==> config.mk <==
export PLATFORM = sky130hd
export DESIGN_NAME = store_split_sequencer
export DESIGN_NICKNAME = d
export VERILOG_FILES = /design/src/rtl/store_split_sequencer.sv
export SDC_FILE = /design/constraint.sdc
export NUM_CORES = 1
export LEC_CHECK = 0
export ABC_AREA = 1
export CAP_MARGIN = 10
export CELL_PAD_IN_SITES_DETAIL_PLACEMENT = 2
export CELL_PAD_IN_SITES_GLOBAL_PLACEMENT = 2
export CORE_UTILIZATION = 29
export CTS_BUF_LIST = sky130_fd_sc_hd__clkbuf_8
export CTS_CLUSTER_SIZE = 28
export DETAILED_ROUTE_END_ITERATION = 16
export PLACE_DENSITY = 0.93
export SYNTH_ARGS = -nofsm -noshare
export SYNTH_HDL_FRONTEND = slang
export SYNTH_SLANG_ARGS = --single-unit
==> constraint.sdc <==
create_clock -name clk -period 2.7 [get_ports clk]
set_input_delay 0.81 -clock clk [delete_from_list [all_inputs] [get_ports clk]]
set_output_delay 0.81 -clock clk [all_outputs]
set_load 0.03 [all_outputs]
==> src/rtl/store_split_sequencer.sv <==
// -----------------------------------------------------------------------------
// store_split_sequencer
//
// Turns one CPU store request (SB/SH/SW at any byte address) into one or two
// word-aligned write beats with per-byte write masks. A store that runs past
// the end of its 32-bit word is split into a second beat at the next word
// address (wrapping modulo 2^ADDR_WIDTH). The pipeline is held off via
// req_ready while a request is in flight.
//
// Ports
//   clk        : clock, all state updates on the rising edge
//   rst        : synchronous active-high reset
//   req_valid  : store request present
//   req_ready  : block is idle and can accept a request
//   req_addr   : byte address of the store
//   req_op     : 2'b00 SB, 2'b01 SH, 2'b10 SW, 2'b11 invalid
//   req_data   : right-justified store data
//   mem_valid  : write beat present (registered)
//   mem_ready  : memory accepts the beat
//   mem_addr   : word-aligned beat address (registered)
//   mem_wdata  : lane-aligned write data, unmasked lanes are 0 (registered)
//   mem_wmask  : byte enables, bit i covers [8i+7:8i] (registered)
//   done       : pulse in the cycle after the last beat handshake
//   split      : pulse with done when the request needed two beats
//   err        : pulse in the cycle after accepting an invalid op
// -----------------------------------------------------------------------------
module store_split_sequencer #(
    parameter int ADDR_WIDTH = 32
) (
    input  logic                  clk,
    input  logic                  rst,
    input  logic                  req_valid,
    output logic                  req_ready,
    input  logic [ADDR_WIDTH-1:0] req_addr,
    input  logic [1:0]            req_op,
    input  logic [31:0]           req_data,
    output logic                  mem_valid,
    input  logic                  mem_ready,
    output logic [ADDR_WIDTH-1:0] mem_addr,
    output logic [31:0]           mem_wdata,
    output logic [3:0]            mem_wmask,
    output logic                  done,
    output logic                  split,
    output logic                  err
);

    localparam logic [1:0] STORE_OP_SB = 2'b00;
    localparam logic [1:0] STORE_OP_SH = 2'b01;
    localparam logic [1:0] STORE_OP_SW = 2'b10;

    typedef enum logic [1:0] {
        IDLE  = 2'b00,
        BEAT0 = 2'b01,
        BEAT1 = 2'b10
    } state_t;

    state_t                  state_reg;
    logic                    mem_valid_reg;
    logic [ADDR_WIDTH-1:0]   mem_addr_reg;
    logic [31:0]             mem_wdata_reg;
    logic [3:0]              mem_wmask_reg;
    logic                    done_reg;
    logic                    split_reg;
    logic                    err_reg;
    // Upper half of the lane vector / shifted data, held for a possible beat 1.
    logic [2:0]              hi_mask_reg;
    logic [31:0]             hi_data_reg;

    logic [1:0]              offset;
    logic [3:0]              size_mask;
    logic                    op_valid;
    logic [31:0]             data_masked;
    logic [6:0]              lane_vec;
    logic [63:0]             shifted_data;
    logic [ADDR_WIDTH-1:0]   base_addr;
    logic                    accept;

    assign offset    = req_addr[1:0];
    assign base_addr = {req_addr[ADDR_WIDTH-1:2], 2'b00};
    assign accept    = req_valid && (state_reg == IDLE);

    always_comb begin
        size_mask = 4'b0000;
        op_valid  = 1'b1;
        case (req_op)
            STORE_OP_SB: size_mask = 4'b0001;
            STORE_OP_SH: size_mask = 4'b0011;
            STORE_OP_SW: size_mask = 4'b1111;
            default:     op_valid  = 1'b0;
        endcase
    end

    // Bytes beyond the access size are forced to zero so that lanes with a
    // cleared mask bit never carry stale upper bits of req_data.
    generate
        for (genvar gi = 0; gi < 4; gi++) begin : g_byte_mask
            assign data_masked[8*gi +: 8] = req_data[8*gi +: 8] & {8{size_mask[gi]}};
        end
    endgenerate

    assign lane_vec     = {3'b000, size_mask} << offset;
    assign shifted_data = {32'b0, data_masked} << {offset, 3'b000};

    always_ff @(posedge clk) begin
        if (rst) begin
            state_reg     <= IDLE;
            mem_valid_reg <= 1'b0;
            mem_addr_reg  <= '0;
            mem_wdata_reg <= '0;
            mem_wmask_reg <= '0;
            done_reg      <= 1'b0;
            split_reg     <= 1'b0;
            err_reg       <= 1'b0;
            hi_mask_reg   <= '0;
            hi_data_reg   <= '0;
        end else begin
            done_reg  <= 1'b0;
            split_reg <= 1'b0;
            err_reg   <= 1'b0;
            case (state_reg)
                IDLE: begin
                    if (accept) begin
                        if (op_valid) begin
                            state_reg     <= BEAT0;
                            mem_valid_reg <= 1'b1;
                            mem_addr_reg  <= base_addr;
                            mem_wmask_reg <= lane_vec[3:0];
                            mem_wdata_reg <= shifted_data[31:0];
                            hi_mask_reg   <= lane_vec[6:4];
                            hi_data_reg   <= shifted_data[63:32];
                        end else begin
                            err_reg <= 1'b1;
                        end
                    end
                end
                BEAT0: begin
                    if (mem_ready) begin
                        if (hi_mask_reg != 3'b000) begin
                            // Next word; the add wraps naturally at the top of the space.
                            state_reg     <= BEAT1;
                            mem_addr_reg  <= mem_addr_reg + ADDR_WIDTH'(4);
                            mem_wmask_reg <= {1'b0, hi_mask_reg};
                            mem_wdata_reg <= hi_data_reg;
                        end else begin
                            state_reg     <= IDLE;
                            mem_valid_reg <= 1'b0;
                            mem_addr_reg  <= '0;
                            mem_wdata_reg <= '0;
                            mem_wmask_reg <= '0;
                            done_reg      <= 1'b1;
                        end
                    end
                end
                BEAT1: begin
                    if (mem_ready) begin
                        state_reg     <= IDLE;
                        mem_valid_reg <= 1'b0;
                        mem_addr_reg  <= '0;
                        mem_wdata_reg <= '0;
                        mem_wmask_reg <= '0;
                        done_reg      <= 1'b1;
                        split_reg     <= 1'b1;
                    end
                end
                default: begin
                    state_reg     <= IDLE;
                    mem_valid_reg <= 1'b0;
                end
            endcase
        end
    end

    assign req_ready = (state_reg == IDLE);
    assign mem_valid = mem_valid_reg;
    assign mem_addr  = mem_addr_reg;
    assign mem_wdata = mem_wdata_reg;
    assign mem_wmask = mem_wmask_reg;
    assign done      = done_reg;
    assign split     = split_reg;
    assign err       = err_reg;

endmodule

==> results by group, run 1 <==
Logic synthesis
  • Share of flip-flops with an asynchronous set or reset: 0%
  • Top FF cell, synth: dfxtp_1
  • Synthesized cell area: 5500 µm²
  • Synth Area per Inst: 6.76 µm²
  • #FFs+latches synth: 99
  • Post-synthesis sequential area ratio: 36.0%
  • EDFF count, synth: 0
  • Yosys warns: 0
  • Count of cell types in the netlist: 41
  • Post-Synthesis Cells: 814

Global route
  • First-pass GRT wire length: 40600 µm
  • Overflow after GRT: 0
  • Vias in the first global route: 7333
  • Initial antenna violation count: 0
  • GRT Total Usage: 27.0%
  • Largest net degree at the start of global routing: 61

STA
  • Tcrit/Tclk final: 92.7%
  • Final Max Tran Viols: 0
  • Clk_skew: 0.0101 ns
  • RSZ-0062 raised after global routing: no
  • Fin crit period: 2.50 ns
  • F_max: 400 MHz
  • Slew HR: 50.3%
  • Fin. Hold Viols: 0
  • Tightest hold margin: 0.475 ns
  • Setup TNS: 0 ns
  • Setup WS post-layout: 0.198 ns
  • Setup violators final: 0
  • Worst-Margin Slew: 0.746 ns

Final layout
  • FILL cells: 2161
  • Final Util: 41.4%
  • Number of flip-flops in the largest register: 32
  • Most common cell after layout, fill and taps aside: nand2_1
  • Share of post-route cells with drive strength above 1: 9.91%
  • Synth-to-Final Area Change: 37.7%
  • Final nets: 1052
  • N_diodes: 0
  • Most frequent cells in the layout: nand2_1, clkdlybuf4s50_1, dfxtp_1

Die
  • Die ar.: 19500 µm²
  • Initial Utilization: 30.1%
  • Ports: 143
  • FP Rows: 49
  • Die width: 140 µm
  • Die height: 140 µm
  • Core ar.: 18300 µm²

Status
  • Status: finished, final reports clean

Critical path
  • CP Capture Point: mem_wdata[29]
  • Reg2reg end: mem_wmask[3]
  • Worst endpoint required time: 3.04 ns
  • CP Capture Type: flip-flop
  • Worst path cell trace: clkdlybuf4s50_1 > inv_1 > ha_1 > clkinv_1 > buf_4 > nand2_1 > o22ai_1 > o21ai_0 > o21a_1 > nor2_1
  • Reg2reg start: state_reg[0]
  • Reg2reg setup slack: 0.46 ns
  • CP Max Fanout: 6
  • Critical Path Start: req_op[0]
  • CP Launch Type: input pin
  • Slowest stage delay, CP: 0.51 ns
  • Setup CP Type: input pin to flip-flop
  • CP max stage cell: clkdlybuf4s50_1
  • Critical Path AT: 2.84 ns
  • Reg2Reg Depth: 8

Job
  • Max-cap viol count: 0

Route
  • # DRC: 0
  • Drt wl/cell: 21.4 µm
  • ANT nets after route: 0
  • Iteration count of the initial detailed-routing pass: 4
  • Starting DRT DRC Count: 326
  • DRT Wirelength: 25900 µm
  • Vias post-DR: 6536
  • Via density: 5.41

Clocking
  • Worst-Skew Late Latency: 0.40 ns
  • Clock Pin Slew Worst Setup and Hold Paths: 0.11 ns
  • Longest Clk Path Bufs: 2
  • H-tree levels: 3
  • Cts bufs inserted: 9
  • CTS Sinks: 99
  • CTS tree: built
  • CTS Root Buffer Type: clkbuf_8
  • Hold buffer count at CTS: 0

Power and ir drop
  • Power per cell area: 1040 nW/µm²
  • Leak pwr: 2.91 nW
  • Power, Total: 7.86 mW
  • Maximum vdd drop: 457 µV

Placed design
  • DP HPWL: 19400 µm
  • # port buffers: 140
  • Pre-CTS setup slack: -0.125 ns
  • Global placer's final weighted congestion: 0.885

Min path
  • HP Class: flip-flop to flip-flop
[metrics by stage]
stage,cells,cell area (µm²)
6_report,1208,7570
5_1_grt,1208,7570
4_1_cts,1208,7570
2_1_floorplan,815,5500
3_3_place_gp,1192,7370
3_5_place_dp,1192,7370
[Yosys cell counts (8+ instances only)]
cell type / number / area, µm²
a21oi_1: 82 / 410
a22oi_1: 31 / 233
a2bb2oi_1: 8 / 70.1
a31oi_1: 8 / 50.1
buf_2: 13 / 65.1
buf_4: 9 / 67.6
clkbuf_1: 18 / 67.6
dfxtp_1: 99 / 1980
ha_1: 8 / 100
inv_1: 67 / 251
nand2_1: 197 / 739
nand3_1: 50 / 250
nand4_1: 13 / 81.3
nor2_1: 80 / 300
o21ai_0: 53 / 265
o21bai_1: 11 / 82.6
o22ai_1: 10 / 62.6
[logic make-up (layout without fill, tap and decap cells)]
group / count (synthesis) / in the layout / synth area share (%)
compound gates: 218 / 218 / 23.4
fa+ha+maj: 8 / 8 / 1.82
buf+inv: 120 / 284 / 9.44
flops: 99 / 99 / 36.0
other cells: 1 / 2 / 0.0682
simple gates: 368 / 368 / 29.2
[worst min path at each step]
| stage | end | cells after the start | slack, ns | start |
|---|---|---|---|---|
| 3_5_place_dp | mem_wdata[12] | 2 | 0.46 | hi_data_reg[12] |
| 4_1_cts | mem_wdata[13] | 2 | 0.48 | hi_data_reg[13] |
| 2_1_floorplan | mem_wdata[2] | 2 | 0.44 | hi_data_reg[2] |
| 3_3_place_gp | hi_data_reg[20] | 2 | 0.45 | hi_data_reg[20] |
| 6_report | mem_wdata[13] | 2 | 0.47 | hi_data_reg[13] |
| 5_1_grt | mem_wdata[13] | 2 | 0.50 | hi_data_reg[13] |
[repair_timing]
item                                    in CTS  in global routing
endpoints found under the setup margin       0                  1
setup buffers                                0                  0
gates resized for setup                      0                  1
[metal layers]
layer,GRT usage [%],vias up,share of wire [%]
li1,-,3041,-
met1,31.4,3263,42
met2,49.7,184,51
met3,4.13,48,3.9
met4,9.83,0,3.0
met5,0,-,0
[worst max-delay path, delay by kind of cell]
| kind | cells | cell delay, ns |
|---|---|---|
| buffers and inverters | 4 | 0.82 |
| AO/OA/AOI/OAI | 3 | 0.68 |
| adder cells (fa/ha/maj) | 1 | 0.34 |
| AND/OR/NAND/NOR | 2 | 0.19 |
[area by class of cell]
| type | instances | area (µm²) | share of cell area (%) |
|---|---|---|---|
| multi-input cells | 596 | 3000 | 39.7 |
| flip-flops and latches | 99 | 1980 | 26.2 |
| repair buffers | 191 | 1810 | 23.9 |
| inverters | 77 | 292 | 3.85 |
| well taps | 229 | 287 | 3.79 |
| clock buffers | 9 | 124 | 1.64 |
| clock inverters | 7 | 75.1 | 0.992 |
[power breakdown]
group          switching (mW)  internal, mW  total [mW]
clock                   0.630         0.435        1.06
sequential              0.485          1.88        2.37
combinational            2.76          1.66        4.43
Power figures use the tool's default switching activity.
==> inputs of run 2 (changes only) <==
CTS_CLUSTER_DIAMETER = 40   (was not set)
==> results of run 2 <==
The final DEF is identical to that of run 1; final timing and power are the same.
==> inputs of run 3 (changes only) <==
SKIP_LAST_GASP = 1   (was not set)
==> results of run 3 <==
The final DEF is identical to that of run 1; final timing and power are the same.
